## src/rtl/ahb_master_arbiter_if.sv

```systemverilog
// ahb_master_arbiter_if: one AHB-lite master/slave link
interface ahb_master_arbiter_if #(
  parameter int AW = 32,
  parameter int DW = 32
);
  logic [AW-1:0] HADDR;
  logic [1:0]    HTRANS;
  logic          HWRITE;
  logic [2:0]    HSIZE;
  logic [DW-1:0] HWDATA;
  logic [DW-1:0] HRDATA;
  logic          HREADY;
  logic          HRESP;
  modport master (output HADDR, HTRANS, HWRITE, HSIZE, HWDATA, input HRDATA, HREADY, HRESP);
  modport slave  (input HADDR, HTRANS, HWRITE, HSIZE, HWDATA, output HRDATA, HREADY, HRESP);
endinterface

```

## src/rtl/ahb_master_arbiter.sv

```systemverilog
// ahb_master_arbiter: shares one AHB-lite path between two masters with one-deep address buffers
module ahb_master_arbiter #(
  parameter bit FIXED_PRIO = 1'b0,
  parameter int AW = 32,
  parameter int DW = 32
) (
  input  logic                 clk,
  input  logic                 rst,
  ahb_master_arbiter_if.slave  m0,
  ahb_master_arbiter_if.slave  m1,
  ahb_master_arbiter_if.master bus,
  output logic [1:0]           D_OWNER
);
  logic [1:0] req, dsel, comp, rdy, acc, pend_q, pend_d, outst_q, outst_d, wr_in, wr_q;
  logic [AW-1:0] addr_in [2];
  logic [AW-1:0] addr_q [2];
  logic [2:0] size_in [2];
  logic [2:0] size_q [2];
  logic [DW-1:0] wdata;
  logic a_vld_q, a_vld_d, a_own_q, a_own_d, d_vld_q, d_vld_d, d_own_q, d_own_d, rr_q, rr_d, win, upd;
  logic unused_ok;
  assign unused_ok = ^{m0.HTRANS[0], m1.HTRANS[0]};
  assign req = {m1.HTRANS[1], m0.HTRANS[1]};
  assign wr_in = {m1.HWRITE, m0.HWRITE};
  assign addr_in[0] = m0.HADDR;
  assign addr_in[1] = m1.HADDR;
  assign size_in[0] = m0.HSIZE;
  assign size_in[1] = m1.HSIZE;
  always_comb begin
    dsel = {d_vld_q & d_own_q, d_vld_q & ~d_own_q};
    comp = dsel & {2{bus.HREADY}};
    rdy = ~outst_q | comp;
    acc = req & rdy;
    outst_d = acc | (outst_q & ~comp);
    pend_d = (pend_q & ~((bus.HREADY & a_vld_q) ? (2'b01 << a_own_q) : 2'b00)) | acc;
    upd = bus.HREADY | ~a_vld_q;
    win = &pend_d ? (FIXED_PRIO ? 1'b0 : ~rr_q) : pend_d[1];
    a_vld_d = upd ? |pend_d : a_vld_q;
    a_own_d = (upd & |pend_d) ? win : a_own_q;
    rr_d = (upd & |pend_d) ? win : rr_q;
    d_vld_d = bus.HREADY ? a_vld_q : d_vld_q;
    d_own_d = bus.HREADY ? a_own_q : d_own_q;
  end
  always_ff @(posedge clk or posedge rst) begin
    if (rst) begin
      pend_q <= '0;
      outst_q <= '0;
      wr_q <= '0;
      addr_q[0] <= '0;
      addr_q[1] <= '0;
      size_q[0] <= '0;
      size_q[1] <= '0;
      a_vld_q <= 1'b0;
      a_own_q <= 1'b0;
      d_vld_q <= 1'b0;
      d_own_q <= 1'b0;
      rr_q <= 1'b1;
    end else begin
      pend_q <= pend_d;
      outst_q <= outst_d;
      a_vld_q <= a_vld_d;
      a_own_q <= a_own_d;
      d_vld_q <= d_vld_d;
      d_own_q <= d_own_d;
      rr_q <= rr_d;
      for (int i = 0; i < 2; i++)
        if (acc[i]) begin
          addr_q[i] <= addr_in[i];
          wr_q[i] <= wr_in[i];
          size_q[i] <= size_in[i];
        end
    end
  end
  assign wdata = d_own_q ? m1.HWDATA : m0.HWDATA;
  assign bus.HTRANS = {a_vld_q, 1'b0};
  assign bus.HADDR = a_vld_q ? addr_q[a_own_q] : '0;
  assign bus.HWRITE = a_vld_q & wr_q[a_own_q];
  assign bus.HSIZE = a_vld_q ? size_q[a_own_q] : '0;
  assign bus.HWDATA = wdata;
  assign m0.HRDATA = bus.HRDATA;
  assign m1.HRDATA = bus.HRDATA;
  assign m0.HREADY = rdy[0];
  assign m1.HREADY = rdy[1];
  assign m0.HRESP = bus.HRESP & dsel[0];
  assign m1.HRESP = bus.HRESP & dsel[1];
  assign D_OWNER = {d_vld_q, d_own_q};
endmodule

```

## src/flat_wrapper.sv

```systemverilog
// flat-port wrapper written by rule: the top's interface ports become plain ports
module ahb_master_arbiter_flat 
#(
  parameter bit FIXED_PRIO = 1'b0,
  parameter int AW = 32,
  parameter int DW = 32
)
  (clk, rst, D_OWNER, m0_HADDR, m0_HTRANS, m0_HWRITE, m0_HSIZE, m0_HWDATA, m0_HRDATA, m0_HREADY, m0_HRESP, m1_HADDR, m1_HTRANS, m1_HWRITE, m1_HSIZE, m1_HWDATA, m1_HRDATA, m1_HREADY, m1_HRESP, bus_HADDR, bus_HTRANS, bus_HWRITE, bus_HSIZE, bus_HWDATA, bus_HRDATA, bus_HREADY, bus_HRESP);
  ahb_master_arbiter_if #(.AW(AW), .DW(DW)) m0_i ();
  ahb_master_arbiter_if #(.AW(AW), .DW(DW)) m1_i ();
  ahb_master_arbiter_if #(.AW(AW), .DW(DW)) bus_i ();
  input  logic clk;
  input  logic rst;
  output logic [1:0] D_OWNER;
  input wire logic [$bits(m0_i.HADDR)-1:0] m0_HADDR;
  input wire logic [$bits(m0_i.HTRANS)-1:0] m0_HTRANS;
  input wire logic [$bits(m0_i.HWRITE)-1:0] m0_HWRITE;
  input wire logic [$bits(m0_i.HSIZE)-1:0] m0_HSIZE;
  input wire logic [$bits(m0_i.HWDATA)-1:0] m0_HWDATA;
  output wire logic [$bits(m0_i.HRDATA)-1:0] m0_HRDATA;
  output wire logic [$bits(m0_i.HREADY)-1:0] m0_HREADY;
  output wire logic [$bits(m0_i.HRESP)-1:0] m0_HRESP;
  input wire logic [$bits(m1_i.HADDR)-1:0] m1_HADDR;
  input wire logic [$bits(m1_i.HTRANS)-1:0] m1_HTRANS;
  input wire logic [$bits(m1_i.HWRITE)-1:0] m1_HWRITE;
  input wire logic [$bits(m1_i.HSIZE)-1:0] m1_HSIZE;
  input wire logic [$bits(m1_i.HWDATA)-1:0] m1_HWDATA;
  output wire logic [$bits(m1_i.HRDATA)-1:0] m1_HRDATA;
  output wire logic [$bits(m1_i.HREADY)-1:0] m1_HREADY;
  output wire logic [$bits(m1_i.HRESP)-1:0] m1_HRESP;
  output wire logic [$bits(bus_i.HADDR)-1:0] bus_HADDR;
  output wire logic [$bits(bus_i.HTRANS)-1:0] bus_HTRANS;
  output wire logic [$bits(bus_i.HWRITE)-1:0] bus_HWRITE;
  output wire logic [$bits(bus_i.HSIZE)-1:0] bus_HSIZE;
  output wire logic [$bits(bus_i.HWDATA)-1:0] bus_HWDATA;
  input wire logic [$bits(bus_i.HRDATA)-1:0] bus_HRDATA;
  input wire logic [$bits(bus_i.HREADY)-1:0] bus_HREADY;
  input wire logic [$bits(bus_i.HRESP)-1:0] bus_HRESP;
  assign m0_i.HADDR = m0_HADDR;
  assign m0_i.HTRANS = m0_HTRANS;
  assign m0_i.HWRITE = m0_HWRITE;
  assign m0_i.HSIZE = m0_HSIZE;
  assign m0_i.HWDATA = m0_HWDATA;
  assign m0_HRDATA = m0_i.HRDATA;
  assign m0_HREADY = m0_i.HREADY;
  assign m0_HRESP = m0_i.HRESP;
  assign m1_i.HADDR = m1_HADDR;
  assign m1_i.HTRANS = m1_HTRANS;
  assign m1_i.HWRITE = m1_HWRITE;
  assign m1_i.HSIZE = m1_HSIZE;
  assign m1_i.HWDATA = m1_HWDATA;
  assign m1_HRDATA = m1_i.HRDATA;
  assign m1_HREADY = m1_i.HREADY;
  assign m1_HRESP = m1_i.HRESP;
  assign bus_HADDR = bus_i.HADDR;
  assign bus_HTRANS = bus_i.HTRANS;
  assign bus_HWRITE = bus_i.HWRITE;
  assign bus_HSIZE = bus_i.HSIZE;
  assign bus_HWDATA = bus_i.HWDATA;
  assign bus_i.HRDATA = bus_HRDATA;
  assign bus_i.HREADY = bus_HREADY;
  assign bus_i.HRESP = bus_HRESP;
  ahb_master_arbiter #(.FIXED_PRIO(FIXED_PRIO), .AW(AW), .DW(DW)) u_core (.clk(clk), .rst(rst), .m0(m0_i), .m1(m1_i), .bus(bus_i), .D_OWNER(D_OWNER));
endmodule
```

## config.mk

```make
export PLATFORM = sky130hd
export DESIGN_NAME = ahb_master_arbiter_flat
export DESIGN_NICKNAME = d
export VERILOG_FILES = /design/src/rtl/ahb_master_arbiter_if.sv /design/src/rtl/ahb_master_arbiter.sv /design/src/flat_wrapper.sv
export SDC_FILE = /design/constraint.sdc
export NUM_CORES = 1
export LEC_CHECK = 0
export BUFFER_PORTS_ARGS = -buffer_cell sky130_fd_sc_hd__buf_2
export CAP_MARGIN = 5
export CELL_PAD_IN_SITES_DETAIL_PLACEMENT = 1
export CELL_PAD_IN_SITES_GLOBAL_PLACEMENT = 1
export CORE_MARGIN = 8
export CORE_UTILIZATION = 33
export DETAILED_ROUTE_END_ITERATION = 6
export PLACE_DENSITY_LB_ADDON = 0.1
export SYNTH_ARGS = -nofsm -noshare
export SYNTH_HDL_FRONTEND = slang
export SYNTH_SLANG_ARGS = --single-unit
```

## constraint.sdc

```tcl
create_clock -name clk -period 7.3 [get_ports clk]
set_input_delay 0.73 -clock clk [delete_from_list [all_inputs] [get_ports clk]]
set_output_delay 0.73 -clock clk [all_outputs]
set_load 0.03 [all_outputs]
```

==> flow_summary.ini <==
[global_routing]
grt_start_max_net_pins = 82
grt.total_usage_pct = 15.1
global_route_wire_length_before_repair_mm = 21.2
grt-ovfl-total = 0
antenna_found_initial = 1
grt_pass1_vias = 3869

[sta]
final-setup-viol-count = 0
achievable-frequency_mhz = 345
final.setup.tns_ns = 0
worst-slew-pin-transition_ns = 1.08
timing.final.hold_violations = 0
timing.slew.headroom_pct = 28.2
finalClockSkew_ns = 0.00760
final-max-slew-violation-count = 0
fin_crit_period_ns = 2.90
final_min_period_over_clock_period_pct = 39.7
grt_setup_unrepaired = no

[pwr]
leakagePower_nw = 2.74
power_density_nw_per_um2 = 509
pwr-share-seq_pct = 29.0
irDropWorstVdd_mv = 0.185
power.share.combinational_pct = 56.7
switching_share_pct = 44.9
internal_cell_power_mw = 1.57
net-switching-power_mw = 1.28
clockPowerShare_pct = 14.3

[clock_network]
cts_setup_buffers = 0
cts_root_buf = clkbuf_16
cts-buffers-inserted = 9
cts_sinks = 81
tritoncts = yes
worst_setup_hold_path_clk_slew_ns = 0.05
clkLatencyLatePin_ns = 0.34
cts.path.max_buffers = 2
cts-htree-levels = 3
cts_resized = 0
postCtsHoldBufs = 0

[drt]
routedWlPerCell_um = 19.5
detail_route.first_pass.iterations = 4
antenna_violating_nets_post_route = 0
detail_route.drc_violations = 0
avgViaCountPerCell = 4.63
vias = 3255
detailedRoute.firstIterationViolations = 96
final_wirelength_mm = 13.7

[critical_path]
reg2reg_depth = 5
crit_fanout = 24
crit_path_class = register to output pin
crit_required_ns = 6.57
arrival_ns = 2.17
timing.critical_path.to_type = output pin
startpoint_type = register

[placement]
dp_cells = 688
routabilityCongestion = 0.758
post-dp-hpwl_mm = 10.5
port-buffer-count = 216

[floorplan]
num_io_pins = 316
dieArea_um2 = 18200
core_region_area_um2 = 13800
row_count = 43
die-width_um = 135
die_height_um = 135
initial_core_util_pct = 33.8

[layout]
most_common_library_cell_in_the_layout_ignoring_fill_and_taps = buf_2
final_layout_size_suffix_gt1_share_pct = 66.3
antenna_cells_inserted = 0
layout_common_cells = buf_2 (216), mux2_2 (104), dfrtp_1 (79)
layout-area-overhead-vs-synth_pct = 20.0
design.final.nets = 695
layout.cells.non_filler = 703

[synth]
synthCells = 377
synth.yosys.seq_area_share_pct = 43.4
synth_seq_cells = 81
synth_cell_type_count = 25
synth_warnings = 0
syn_area_um2 = 4670
synth_nets = 553
synth_area_per_cell_um2 = 12.4

[hold_path]
cells_on_worst_hold_path = 1
hold_class = register to register

[run]
max-cap-violations = 0

[outcome]
run_status = complete, no violations
==> flip-flops by register name, summed over array words and instances (netlist names) <==
name,flops
u_core.a_own_q,1
u_core.a_vld_q,1
u_core.addr_q,64
u_core.d_own_q,1
u_core.d_vld_q,1
u_core.outst_q,2
u_core.pend_q,2
u_core.rr_q,1
u_core.size_q,6
u_core.wr_q,2
==> cells in the mapped netlist <==
library cell / n / area [um2]
nand3b_1: 1 / 7.51
mux2_4: 3 / 45.0
buf_2: 7 / 35.0
a22o_1: 1 / 8.76
clkbuf_1: 4 / 15.0
mux2i_1: 36 / 360
and2_4: 1 / 8.76
buf_4: 68 / 510
a221o_1: 2 / 20.0
dfstp_2: 1 / 26.3
inv_1: 3 / 11.3
buf_6: 10 / 113
nor2b_1: 36 / 225
dfrtp_1: 80 / 2000
o21ai_2: 1 / 8.76
nand2b_1: 3 / 18.8
conb_1: 1 / 3.75
and3_1: 1 / 6.26
and4_1: 1 / 8.76
nand2_1: 6 / 22.5
nand3_1: 2 / 10.0
nor2_1: 2 / 7.51
mux2_2: 104 / 1170
and4b_1: 1 / 10.0
and2_1: 2 / 12.5
==> worst max-delay path: stages (launching register included) <==
cell and delay, ns:
dfrtp_2 0.72, buf_4 0.51, mux2i_1 0.13, nor2b_1 0.22, buf_2 0.25
==> per-stage QoR <==
stage | hold WS [ns] | worst slack (ns) | power [mW] | utilization, % | instance area, um2
4_1_cts | 0.508 | 4.30 | 2.91 | 40.5 | 5600
2_1_floorplan | 0.480 | 4.49 | 2.12 | - | 4670
3_3_place_gp | 0.490 | 4.68 | 2.46 | 38.6 | 5340
3_5_place_dp | 0.495 | 4.66 | 2.49 | 38.6 | 5340
6_report | 0.504 | 4.40 | 2.85 | 40.5 | 5600
5_1_grt | 0.524 | 4.25 | 3.05 | 40.5 | 5600
==> layout make-up <==
| cell class | count | area [um2] |
|---|---|---|
| fill | 1536 | 8230 |
| sequential | 81 | 2030 |
| multi-input combinational | 204 | 1960 |
| timing repair buffer | 220 | 1110 |
| clock buffer | 12 | 246 |
| tap | 180 | 225 |
| clock inverter | 3 | 17.5 |
| inverter | 3 | 12.5 |
==> final timing paths <==
path                                               start                            end  slack [ns]
min                        u_core.addr_q[34]$_DFFE_PP0P_  u_core.addr_q[34]$_DFFE_PP0P_        0.50
max reg2reg                   u_core.d_own_q$_DFFE_PP0P_  u_core.addr_q[13]$_DFFE_PP0P_        4.90
max                           u_core.a_own_q$_DFFE_PP0P_                  bus_HADDR[30]        4.40
max in group asynchronous                            rst     u_core.a_own_q$_DFFE_PP0P_        5.81
min in group asynchronous                            rst     u_core.wr_q[1]$_DFFE_PP0P_        0.72
min reg2reg                u_core.addr_q[34]$_DFFE_PP0P_  u_core.addr_q[34]$_DFFE_PP0P_        0.50
==> routing by layer <==
metal  track usage [%]  vias to the layer above  part of all wire (%)
met5                 0                        -                  0.12
met4              6.23                        2                   2.2
met3              7.43                       36                    11
met2              25.9                      146                    50
met1              15.3                     1568                    36
li1                  -                     1503                     -
==> power by group through the flow <==
stage / registers (mW) / clock network, mW / logic [mW]
floorplan: 0.771 / 0 / 1.35
detailed placement: 0.842 / 0 / 1.65
global placement: 0.831 / 0 / 1.63
global route: 0.868 / 0.445 / 1.74
CTS: 0.834 / 0.422 / 1.65
finish: 0.827 / 0.407 / 1.62
==> cell families (layout without fill, tap and decap cells) <==
logic type             Yosys count  after routing  synth area share [%]
buffers and inverters           92            238                  14.7
DFF                             81             81                  43.4
and+or+nand+nor                 56             56                  7.24
other                            1              1                0.0803
AOI/OAI and AO/OA                4              4                 0.804
muxes                          143            143                  33.8
Power figures use the tool's default switching activity.
